$ cat src/rtl/keypad_entry.sv
// Keypad hex operand entry: one action per key press, shifting digits into a
// live entry and committing it to result with a single-cycle valid pulse.
module keypad_entry #(
    parameter int MAX_DIGITS = 8
) (
    input  logic        clock,
    input  logic        reset,
    input  logic [4:0]  key_code,
    input  logic        key_strobe,
    output logic [31:0] entry,
    output logic [3:0]  digit_count,
    output logic        full,
    output logic [31:0] result,
    output logic        result_valid,
    output logic        key_error,
    output logic        press_state
);

    typedef enum logic {
        WAIT_PRESS   = 1'b0,
        WAIT_RELEASE = 1'b1
    } press_state_e;

    localparam logic [31:0] ENTRY_MASK = (32'd1 << (4 * MAX_DIGITS)) - 32'd1;
    localparam logic [3:0]  MAX_COUNT  = 4'(MAX_DIGITS);

    localparam logic [4:0] KEY_BACKSPACE = 5'd16;
    localparam logic [4:0] KEY_CLEAR     = 5'd17;
    localparam logic [4:0] KEY_ENTER     = 5'd18;

    press_state_e state_q, state_d;
    logic [31:0]  entry_q, entry_d;
    logic [3:0]   count_q, count_d;
    logic [31:0]  result_q, result_d;
    logic         valid_q, valid_d;
    logic         error_q, error_d;
    logic         full_w;

    assign full_w = (count_q == MAX_COUNT);

    always_ff @(posedge clock) begin
        if (reset) begin
            // Starting in WAIT_RELEASE rejects a key still held through reset.
            state_q  <= WAIT_RELEASE;
            entry_q  <= 32'd0;
            count_q  <= 4'd0;
            result_q <= 32'd0;
            valid_q  <= 1'b0;
            error_q  <= 1'b0;
        end else begin
            state_q  <= state_d;
            entry_q  <= entry_d;
            count_q  <= count_d;
            result_q <= result_d;
            valid_q  <= valid_d;
            error_q  <= error_d;
        end
    end

    always_comb begin
        state_d  = state_q;
        entry_d  = entry_q;
        count_d  = count_q;
        result_d = result_q;
        valid_d  = 1'b0;
        error_d  = 1'b0;
        case (state_q)
            WAIT_PRESS: begin
                if (key_strobe) begin
                    state_d = WAIT_RELEASE;
                    if (key_code <= 5'd15) begin
                        if (full_w) begin
                            error_d = 1'b1;
                        end else begin
                            entry_d = ((entry_q << 4) | {28'd0, key_code[3:0]}) & ENTRY_MASK;
                            count_d = count_q + 4'd1;
                        end
                    end else if (key_code == KEY_BACKSPACE) begin
                        if (count_q == 4'd0) begin
                            error_d = 1'b1;
                        end else begin
                            entry_d = entry_q >> 4;
                            count_d = count_q - 4'd1;
                        end
                    end else if (key_code == KEY_CLEAR) begin
                        entry_d = 32'd0;
                        count_d = 4'd0;
                    end else if (key_code == KEY_ENTER) begin
                        if (count_q == 4'd0) begin
                            error_d = 1'b1;
                        end else begin
                            result_d = entry_q;
                            valid_d  = 1'b1;
                            entry_d  = 32'd0;
                            count_d  = 4'd0;
                        end
                    end
                    // Code 19 and above: accepted as a press but no action.
                end
            end
            WAIT_RELEASE: begin
                if (!key_strobe) begin
                    state_d = WAIT_PRESS;
                end
            end
            default: state_d = WAIT_RELEASE;
        endcase
    end

    assign entry        = entry_q;
    assign digit_count  = count_q;
    assign full         = full_w;
    assign result       = result_q;
    assign result_valid = valid_q;
    assign key_error    = error_q;
    assign press_state  = state_q;

endmodule

$ cat config.mk
export PLATFORM = sky130hd
export DESIGN_NAME = keypad_entry
export DESIGN_NICKNAME = d
export VERILOG_FILES = /design/src/rtl/keypad_entry.sv
export SDC_FILE = /design/constraint.sdc
export NUM_CORES = 1
export LEC_CHECK = 0
export BUFFER_PORTS_ARGS = -buffer_cell sky130_fd_sc_hd__buf_2
export CORE_UTILIZATION = 45
export DETAILED_ROUTE_END_ITERATION = 8
export PLACE_DENSITY = 0.77
export SETUP_SLACK_MARGIN = 0.5
export SLEW_MARGIN = 20
export SYNTH_ARGS = -nofsm -noshare
export SYNTH_HDL_FRONTEND = slang
export SYNTH_SLANG_ARGS = --single-unit
$ cat constraint.sdc
create_clock -name clock -period 2.16 [get_ports clock]
set_input_delay 0.432 -clock clock [delete_from_list [all_inputs] [get_ports clock]]
set_output_delay 0.432 -clock clock [all_outputs]
set_load 0.02 [all_outputs]
# Yosys cells after proc, flatten, opt, wreduce, memory -nomap -nowiden
# Index checks and enable logic that the tools add are counted.
[op_classes] addsub=2 n_lt_le_gt_ge=1 n_eq_ne=7 mux=22 n_bitwise=8 reduce_logical=6
[op_table] operator="2-to-1 mux 32 bit" n=7
[op_table] operator="OR 32 x 4 -> 32 bit" n=1
[op_table] operator="2-to-1 mux 4 bit" n=7
[op_table] operator="== test 5 bit, second input constant" n=3
[op_table] operator="2-to-1 mux 1 bit" n=8
[op_table] operator="NOT 1 bit" n=7
[op_table] operator="AND reduction 7 bit" n=1
[op_table] operator="OR reduction 7 bit" n=1
[op_table] operator="AND reduction 6 bit" n=1
[op_table] operator="less-or-equal comparator 5 x 4 -> 1 bit, second input constant" n=1
[op_table] operator="adder 4 x 1 -> 4 bit, second input constant" n=1
[op_table] operator="== test 4 bit, second input constant" n=1
[op_table] operator="logical NOT 4 bit" n=1
[op_table] operator="nonzero test 4 bit" n=1
[op_table] operator="subtractor 4 x 1 -> 4 bit, second input constant" n=1
[op_table] operator="!= test 3 x 2 -> 1 bit, second input constant" n=1
[op_table] operator="!= test 3 bit, second input constant" n=1
[op_table] operator="OR reduction 3 bit" n=1
[op_table] operator="!= test 2 bit, second input constant" n=1
[totals] regBits=71 word_cells=52

# Longest topological paths before layout
# Gate-level depths: netlist of run 1.
[depth] depth_word=6 ltp_mapped=8 mapped_depth_nobuf=6

# Least setup slack after synthesis of run 1
# OpenSTA, ideal clock, no wires.
[synth_timing] kind="register to register" startpoint="register count_q[0] (netlist: digit_count[0])" endpoint="register entry_q[10] (netlist: entry[10])" arrival_ns=2.026 slack_ns=-0.003 path_stages_with_launch=8 n_path_buf=1 period_less_slack_ns=2.163 cell_sequence="dfxtp_1 inv_1 ha_1 nor4b_1 o41a_2 nor2_4 buf_2 a211oi_1"
[synth_between] elab_chain_len=3
[synth_lines] item="start, declared" line_no="33" rtl="logic [3:0] count_q, count_d;"
[synth_lines] item="start signal, assigned" line_no="53" rtl="count_q <= count_d;"
[synth_lines] item="== test 4 bit or logical NOT 4 bit (tied branches)" line_no="39, 79, 89"
[synth_lines] item="!= test 2 bit (no source line) (tied with other cells)"
[synth_lines] item="AND reduction 6 bit (no source line) (*)"
[synth_lines] item="end signal, assigned" line_no="52" rtl="entry_q <= entry_d;"
[synth_lines] item="end, declared" line_no="32" rtl="logic [31:0] entry_q, entry_d;"
# Mark *: on every way between the ends. The rest lies on a longest branch, timed or not.
# A chain may end at the register's enable or synchronous reset.

# Final worst setup path of run 1
[layout_timing] startpoint="register count_q[0] (netlist: digit_count[0])" endpoint="register entry_q[12] (netlist: entry[12])"
# Same word-level chain as after synthesis.

==> results.py, run 1 <==
metrics = {
    "synth": {
        "syn-num-nets": 324,
        "synth_edf_count": 0,
        "ys.flop_type": "dfxtp_1",
        "yosysSeqAreaShare_pct": 46.09,
        "avgSynthCellArea_um2": 9.854,
        "synth_async_sr_flop_share_pct": 0,
        "yosysTopAreaCellShare_pct": 46.09,
        "yosys_warnings": 0,
        "ys_ff_latch": 71,
        "synth_area_um2": 3084,
        "synth_cell_types": 45,
        "yosys.area.top_type": "dfxtp_1",
        "synthTopCellsByArea": "dfxtp_1 (46%), mux2i_1 (10%), a22oi_1 (6.6%)",
        "synth_cells": 313,
    },
    "cells_and_area": {
        "diodes": 0,
        "final_layout_size_suffix_gt1_share_pct": 45.85,
        "fillers": 487,
        "final_nets": 416,
        "multi_input_area_um2": 1733,
        "syn_to_final_growth_pct": 40.77,
        "register_area_um2": 1431,
    },
    "cts": {
        "clkLatencyLatePin_ps": 350,
        "holdBufCountCts": 0,
        "cts-root-buf": "clkbuf_8",
        "clkTransAtPathRegs_ps": 80,
        "clockBufferDepth": 2,
        "tritoncts": "yes",
        "cts.htree.levels": 3,
        "clock_sinks": 71,
        "cts_inserted_buffers": 9,
    },
    "sta": {
        "setup_viol": 0,
        "rsz0062_at_grt": "yes",
        "min_period_ps": 1741,
        "timing.hold.ws_ps": 294.4,
        "fin_tns_setup_ps": 0,
        "finClkSkew_ps": 7.935,
        "hold_viol": 0,
        "maxSlewViolCount": 0,
        "tightest_slew_ps": 571.9,
        "max_freq_mhz": 574.3,
        "relSlewSlack_pct": 61.88,
        "finalCritPeriodShare_pct": 80.61,
    },
    "pwr": {
        "vdd_drop_max_mv": 0.4012,
        "leakage_nw": 1.961,
        "p_per_area_nw_per_um2": 618.1,
    },
    "worst_setup_path": {
        "slowest_delay_ps": 360,
        "slowest_stage": "dfxtp_4",
        "crit_top_cell": "buf_6",
        "critPathBufInv": 3,
        "end_kind": "flop",
        "crit_chain": "inv_4, ha_4, nor4b_4, o41ai_4, buf_6, buf_6, a21oi_1, a211oi_2",
        "cp_top_family": "compound AO/OA/AOI/OAI gates",
        "path_class": "flop to flop",
        "worst_ep_required_time_ps": 2430,
        "start_kind": "flop",
        "crit_fanout": 7,
        "timing.critical_path.from": "digit_count[0]$_SDFFE_PP0P_",
        "reg2reg_from": "digit_count[0]$_SDFFE_PP0P_",
        "crit_arrival_ps": 2010,
    },
    "grt": {
        "use_met3_pct": 5.015,
        "grt_pass1_wl_um": 13170,
        "top_usage_layer": "met2",
        "grt_max_degree": 37,
        "grt_pass1_vias": 2528,
        "grt.overflow.total": 0,
        "globalRouteMet1Util_pct": 31.80,
        "grtUsageMet2_pct": 36.14,
        "grtUsageTotal_pct": 23.28,
        "antenna_found_initial": 0,
    },
    "routing": {
        "dr.pass1.iters": 9,
        "wire_per_inst_um": 18.34,
        "vias": 2964,
        "drt-initial-drc-count": 322,
        "wl_um": 8931,
        "final_antenna_net_count": 0,
        "post-route-drc-count": 7,
        "avgViaCountPerCell": 6.086,
    },
    "floorplan": {
        "start_util_pct": 47.49,
        "core_um2": 6495,
        "dieArea_um2": 7189,
        "ios": 80,
        "fp.dieH_um": 84.79,
        "num_rows": 29,
        "fp.dieW_um": 84.79,
    },
    "placed_design": {
        "dpl.hpwl_um": 5086,
        "portBuffers": 79,
        "gp_congestion": 0.7893,
    },
    "hold_path": {
        "hold_class": "input port to flop",
        "hold_start": "key_strobe",
    },
    "status": {
        "violations": "design-rule violations",
        "outcome": "finished with violations",
    },
    "job": {
        "cap_violations": 0,
    },
}
[cell type report]
type	instances	area share [%]
Multi-Input combinational cell	209	39.91
Sequential cell	71	32.97
Timing Repair Buffer	111	20.32
Clock buffer	11	3.487
Tap cell	77	2.219
Clock inverter	5	0.7205
Inverter	3	0.3746
[Yosys cell counts, types with 2 or more instances]
cell       n
dfxtp_1   71
a21oi_1   35
nor2_1    34
mux2i_1   32
a22oi_1   27
a211oi_1  17
clkbuf_1  12
buf_2     11
a211oi_2  10
nand3_1    7
nor3_1     7
o21ai_0    6
buf_4      4
ha_1       3
and3b_1    2
buf_6      2
inv_1      2
nand2b_1   2
nor2_4     2
nor4b_1    2
[worst paths after layout]
check,endpoint,slack [ps],cells past startpoint
worst max-delay path,entry[12]$_SDFFE_PP0P_,420,8
worst min-delay path,press_state$_SDFF_PP1_,290,2
worst max register to register,entry[12]$_SDFFE_PP0P_,420,8
worst min register to register,result[31]$_SDFFE_PP0P_,490,2
[per-layer routing]
metal | routed length (µm) | vias up
li1 | - | 1351
met1 | 3999 | 1471
met2 | 4214 | 126
met3 | 517 | 16
met4 | 200 | 0
met5 | 0 | -
[per-stage QoR]
| step | setup slack [ps] | std cells | utilization (%) | area (µm²) | total power [mW] |
|---|---|---|---|---|---|
| floorplan | 330.0 | 313 | - | 3273 | 1.568 |
| global placement | 253.3 | 451 | 57.68 | 3746 | 1.649 |
| detailed placement | 185.0 | 451 | 57.68 | 3746 | 1.655 |
| CTS | 460.5 | 477 | 62.97 | 4090 | 2.643 |
| global route | 369.6 | 487 | 66.85 | 4342 | 2.776 |
| finish | 418.8 | 487 | 66.85 | 4342 | 2.684 |
[where the power goes]
| part | total (mW) | internal, mW | switching, mW | leakage [nW] |
|---|---|---|---|---|
| sequential | 1.37 | 1.33 | 0.0395 | 0.577 |
| combinational | 0.330 | 0.137 | 0.194 | 1.29 |
| clock | 0.984 | 0.477 | 0.507 | 0.0955 |
| total | 2.68 | 1.94 | 0.740 | 1.96 |
[worst reg2reg max path, cell delays in order, from the launching register on]
cell,delay [ps]
dfxtp_4,360
inv_4,40
ha_4,150
nor4b_4,140
o41ai_4,330
buf_6,200
buf_6,150
a21oi_1,80
a211oi_2,210
[sequential cells by signal, summed over array words and instances (netlist names)]
register,flops
entry,32
result,32
digit_count,4
key_error,1
press_state,1
result_valid,1
[logic make-up after synthesis]
family                     count (synthesis)  synth area share [%]
and+or+nand+nor                           68                 11.81
buffers and inverters                     33                 5.801
muxes                                     32                 10.39
DFF                                       71                 46.09
AOI/OAI and AO/OA                        105                 24.42
adders and majority gates                  3                 1.217
xor gates and xnor gates                   1                0.2840
[what timing repair did]
item                       in CTS  in global routing
buffers inserted                7                  5
cloned                          3                  5
setup endpoints to repair      69                 66
pin swaps                       5                 29
hold endpoints to repair        0                  0
gates resized for setup        11                 30
[cell usage in the layout, fill, tap and decap left out, types with 2 or more instances in the layout]
master,instances
ha_1,2
clkinv_2,3
buf_4,13
buf_12,9
a21oi_2,7
buf_2,77
nand3_1,7
mux2i_1,31
nor2_1,34
a211oi_2,23
a22oi_2,5
dfxtp_4,2
nor2_4,2
a21oi_4,3
and3b_1,2
nand2b_1,2
dfxtp_1,67
buf_16,2
a21oi_1,25
a211oi_1,4
buf_6,5
nor3_1,7
clkbuf_16,4
a22oi_1,22
clkbuf_8,11
inv_4,2
dfxtp_2,2
o21ai_1,5
Power figures use the tool's default switching activity.
==> inputs of run 2 (changes only) <==
--- a/config.mk
+++ b/config.mk
@@ -5,10 +5,11 @@
 export SDC_FILE = /design/constraint.sdc
 export NUM_CORES = 1
 export LEC_CHECK = 0
+export ABC_AREA = 1
 export BUFFER_PORTS_ARGS = -buffer_cell sky130_fd_sc_hd__buf_2
 export CORE_UTILIZATION = 45
 export DETAILED_ROUTE_END_ITERATION = 8
-export PLACE_DENSITY = 0.77
+export PLACE_DENSITY = 0.79
 export SETUP_SLACK_MARGIN = 0.5
 export SLEW_MARGIN = 20
 export SYNTH_ARGS = -nofsm -noshare
==> constraint.sdc (replaced) <==
create_clock -name clock -period 1.6 [get_ports clock]
set_input_delay 0.32 -clock clock [delete_from_list [all_inputs] [get_ports clock]]
set_output_delay 0.32 -clock clock [all_outputs]
set_load 0.02 [all_outputs]
==> results.py, run 2 <==
metrics = {
    "sta": {
        "tightest_slew_ps": 413.8,
        "fin_ws_ps": -73.70,
        "rsz0062_at_grt": "yes",
        "finalCritPeriodShare_pct": 104.6,
        "max_freq_mhz": 597.5,
        "finClkSkew_ps": 7.098,
        "min_period_ps": 1674,
        "setup_viol": 9,
        "maxSlewViolCount": 0,
        "relSlewSlack_pct": 72.12,
        "fin_tns_setup_ps": -239.7,
        "hold_viol": 0,
    },
    "cells_and_area": {
        "final_nets": 671,
        "final_area_um2": 5520,
        "final_common_cell": "nand2_1",
        "diodes": 0,
        "syn_to_final_growth_pct": 67.88,
        "final_layout_size_suffix_gt1_share_pct": 45.11,
        "fillers": 388,
        "layout_common_cells": "nand2_1 (157), nor2_1 (124), buf_6 (78)",
        "fin_util_pct": 79.50,
    },
    "floorplan": {
        "start_util_pct": 47.35,
        "ios": 80,
        "fp.dieH_um": 87.48,
        "fp.dieW_um": 87.48,
        "core_um2": 6944,
        "dieArea_um2": 7653,
        "num_rows": 30,
    },
    "cts": {
        "clock_sinks": 71,
        "clockBufferDepth": 2,
        "clkLatencyLatePin_ps": 350,
        "cts_inserted_buffers": 9,
        "cts.htree.levels": 3,
        "clkTransAtPathRegs_ps": 80,
        "holdBufCountCts": 0,
        "cts-root-buf": "clkbuf_8",
        "tritoncts": "yes",
    },
    "routing": {
        "drt-initial-drc-count": 488,
        "post-route-drc-count": 1,
        "wire_per_inst_um": 18.04,
        "wl_um": 13730,
        "final_antenna_net_count": 0,
        "vias": 4210,
        "avgViaCountPerCell": 5.532,
        "dr.pass1.iters": 7,
    },
    "grt": {
        "use_met3_pct": 5.687,
        "grt_max_degree": 43,
        "antenna_found_initial": 0,
        "grt.overflow.total": 0,
        "grtUsageTotal_pct": 27.60,
        "grt_pass1_wl_um": 16300,
        "grtUsageMet2_pct": 48.08,
        "top_usage_layer": "met2",
        "grt_pass1_vias": 3578,
        "globalRouteMet1Util_pct": 31.75,
    },
    "synth": {
        "synthTopCellsByArea": "dfxtp_1 (43%), nand2_1 (21%), nor2_1 (16%)",
        "synth_async_sr_flop_share_pct": 0,
        "synthTopCellsByCount": "nand2_1 (181), nor2_1 (142), dfxtp_1 (71), inv_1 (40), o21ai_0 (30)",
        "syn-num-nets": 532,
        "synth_area_um2": 3288,
        "ys.flop_type": "dfxtp_1",
        "yosys.area.top_type": "dfxtp_1",
        "avgSynthCellArea_um2": 6.311,
        "synth_edf_count": 0,
        "synth_cell_types": 24,
        "ys_ff_latch": 71,
        "synth.most_common_cell": "nand2_1",
        "synth_cells": 521,
        "yosysSeqAreaShare_pct": 43.23,
        "yosysTopAreaCellShare_pct": 43.23,
        "yosys_warnings": 0,
    },
    "worst_setup_path": {
        "end_kind": "flop",
        "crit_fanout": 11,
        "crit_chain": "inv_6, ha_4, nand3_4, nand2_2, nand2_4, nand2_4, buf_12, clkbuf_16, nor2_1, nor2_1",
        "start_kind": "flop",
        "slowest_stage": "dfxtp_4",
        "path_class": "flop to flop",
        "crit_arrival_ps": 1900,
        "worst_ep_required_time_ps": 1830,
        "slowest_delay_ps": 380,
    },
    "placed_design": {
        "gp_congestion": 0.8701,
        "placement.setup.worst_slack_ps": -31.52,
        "dpl_cell_area_um2": 3869,
        "portBuffers": 79,
        "dpl.hpwl_um": 5627,
    },
    "pwr": {
        "leakage_nw": 2.701,
        "p_per_area_nw_per_um2": 704.3,
        "vdd_drop_max_mv": 0.5606,
    },
    "job": {
        "cap_violations": 0,
    },
    "hold_path": {
        "hold_class": "input port to flop",
    },
    "status": {
        "violations": "design-rule violations, negative setup slack",
        "outcome": "finished with violations",
    },
}
[run 2: worst max-delay path: cells and delay by family, from the launching register on]
family	cells	cell delay [ps]
adders and majority gates	1	170
buffers and inverters	3	350
DFF	1	380
and+or+nand+nor	6	640
[run 2: per-stage QoR]
step / std cells / power [mW] / hold WS (ps)
6_report: 761 / 3.888 / 203.9
5_1_grt: 761 / 3.988 / 213.7
4_1_cts: 740 / 3.732 / 192.1
3_5_place_dp: 684 / 2.258 / 467.6
3_3_place_gp: 684 / 2.248 / 458.4
2_1_floorplan: 521 / 2.133 / 381.9
[run 2: final timing paths]
kind	cells past startpoint	slack, ps	to	from
worst max-delay path	10	-70	entry[23]$_SDFFE_PP0P_	digit_count[0]$_SDFFE_PP0P_
worst min register to register	2	480	result[8]$_SDFFE_PP0P_	result[8]$_SDFFE_PP0P_
worst min-delay path	2	200	press_state$_SDFF_PP1_	key_strobe
worst max register to register	10	-70	entry[23]$_SDFFE_PP0P_	digit_count[0]$_SDFFE_PP0P_
[run 2: area by class of cell]
class	count	area, µm²	share of cell area [%]
Sequential cell	71	1525	27.63
Tap cell	96	120.1	2.176
Clock inverter	5	28.78	0.5213
Multi-Input combinational cell	380	1775	32.16
Inverter	43	168.9	3.060
Clock buffer	11	162.7	2.947
Timing Repair Buffer	155	1739	31.51
[run 2: cell families (layout without fill, tap and decap cells)]
logic type                 after synthesis  after routing  share of synthesized area [%]
AOI/OAI and AO/OA                       33             33                          5.023
xor gates and xnor gates                 1              1                         0.2664
adders and majority gates                3              3                          1.142
buffers and inverters                   70            214                          9.931
DFF                                     71             71                          43.23
and+or+nand+nor                        343            343                          40.41
[run 2: repair_timing]
| action | CTS | global route |
|---|---|---|
| endpoints found under the setup margin | 142 | 142 |
| cloned | 4 | 7 |
| resized for setup | 217 | 72 |
| pin swaps | 6 | 17 |
| setup buffers | 36 | 14 |
[run 2: power breakdown]
group	internal (mW)	switching, mW	total, mW	leakage [nW]
combinational	0.253	0.355	0.608	1.99
sequential	1.80	0.0403	1.84	0.611
clock	0.696	0.739	1.43	0.104
total	2.75	1.13	3.89	2.70
[run 2: per-layer routing]
layer / share of wire, % / wire length, µm / vias to the layer above
met3: 8.8 / 1202 / 113
met4: 7.0 / 963 / 0
li1: - / - / 1846
met2: 49 / 6735 / 348
met5: 0 / 0 / -
met1: 35 / 4828 / 1903
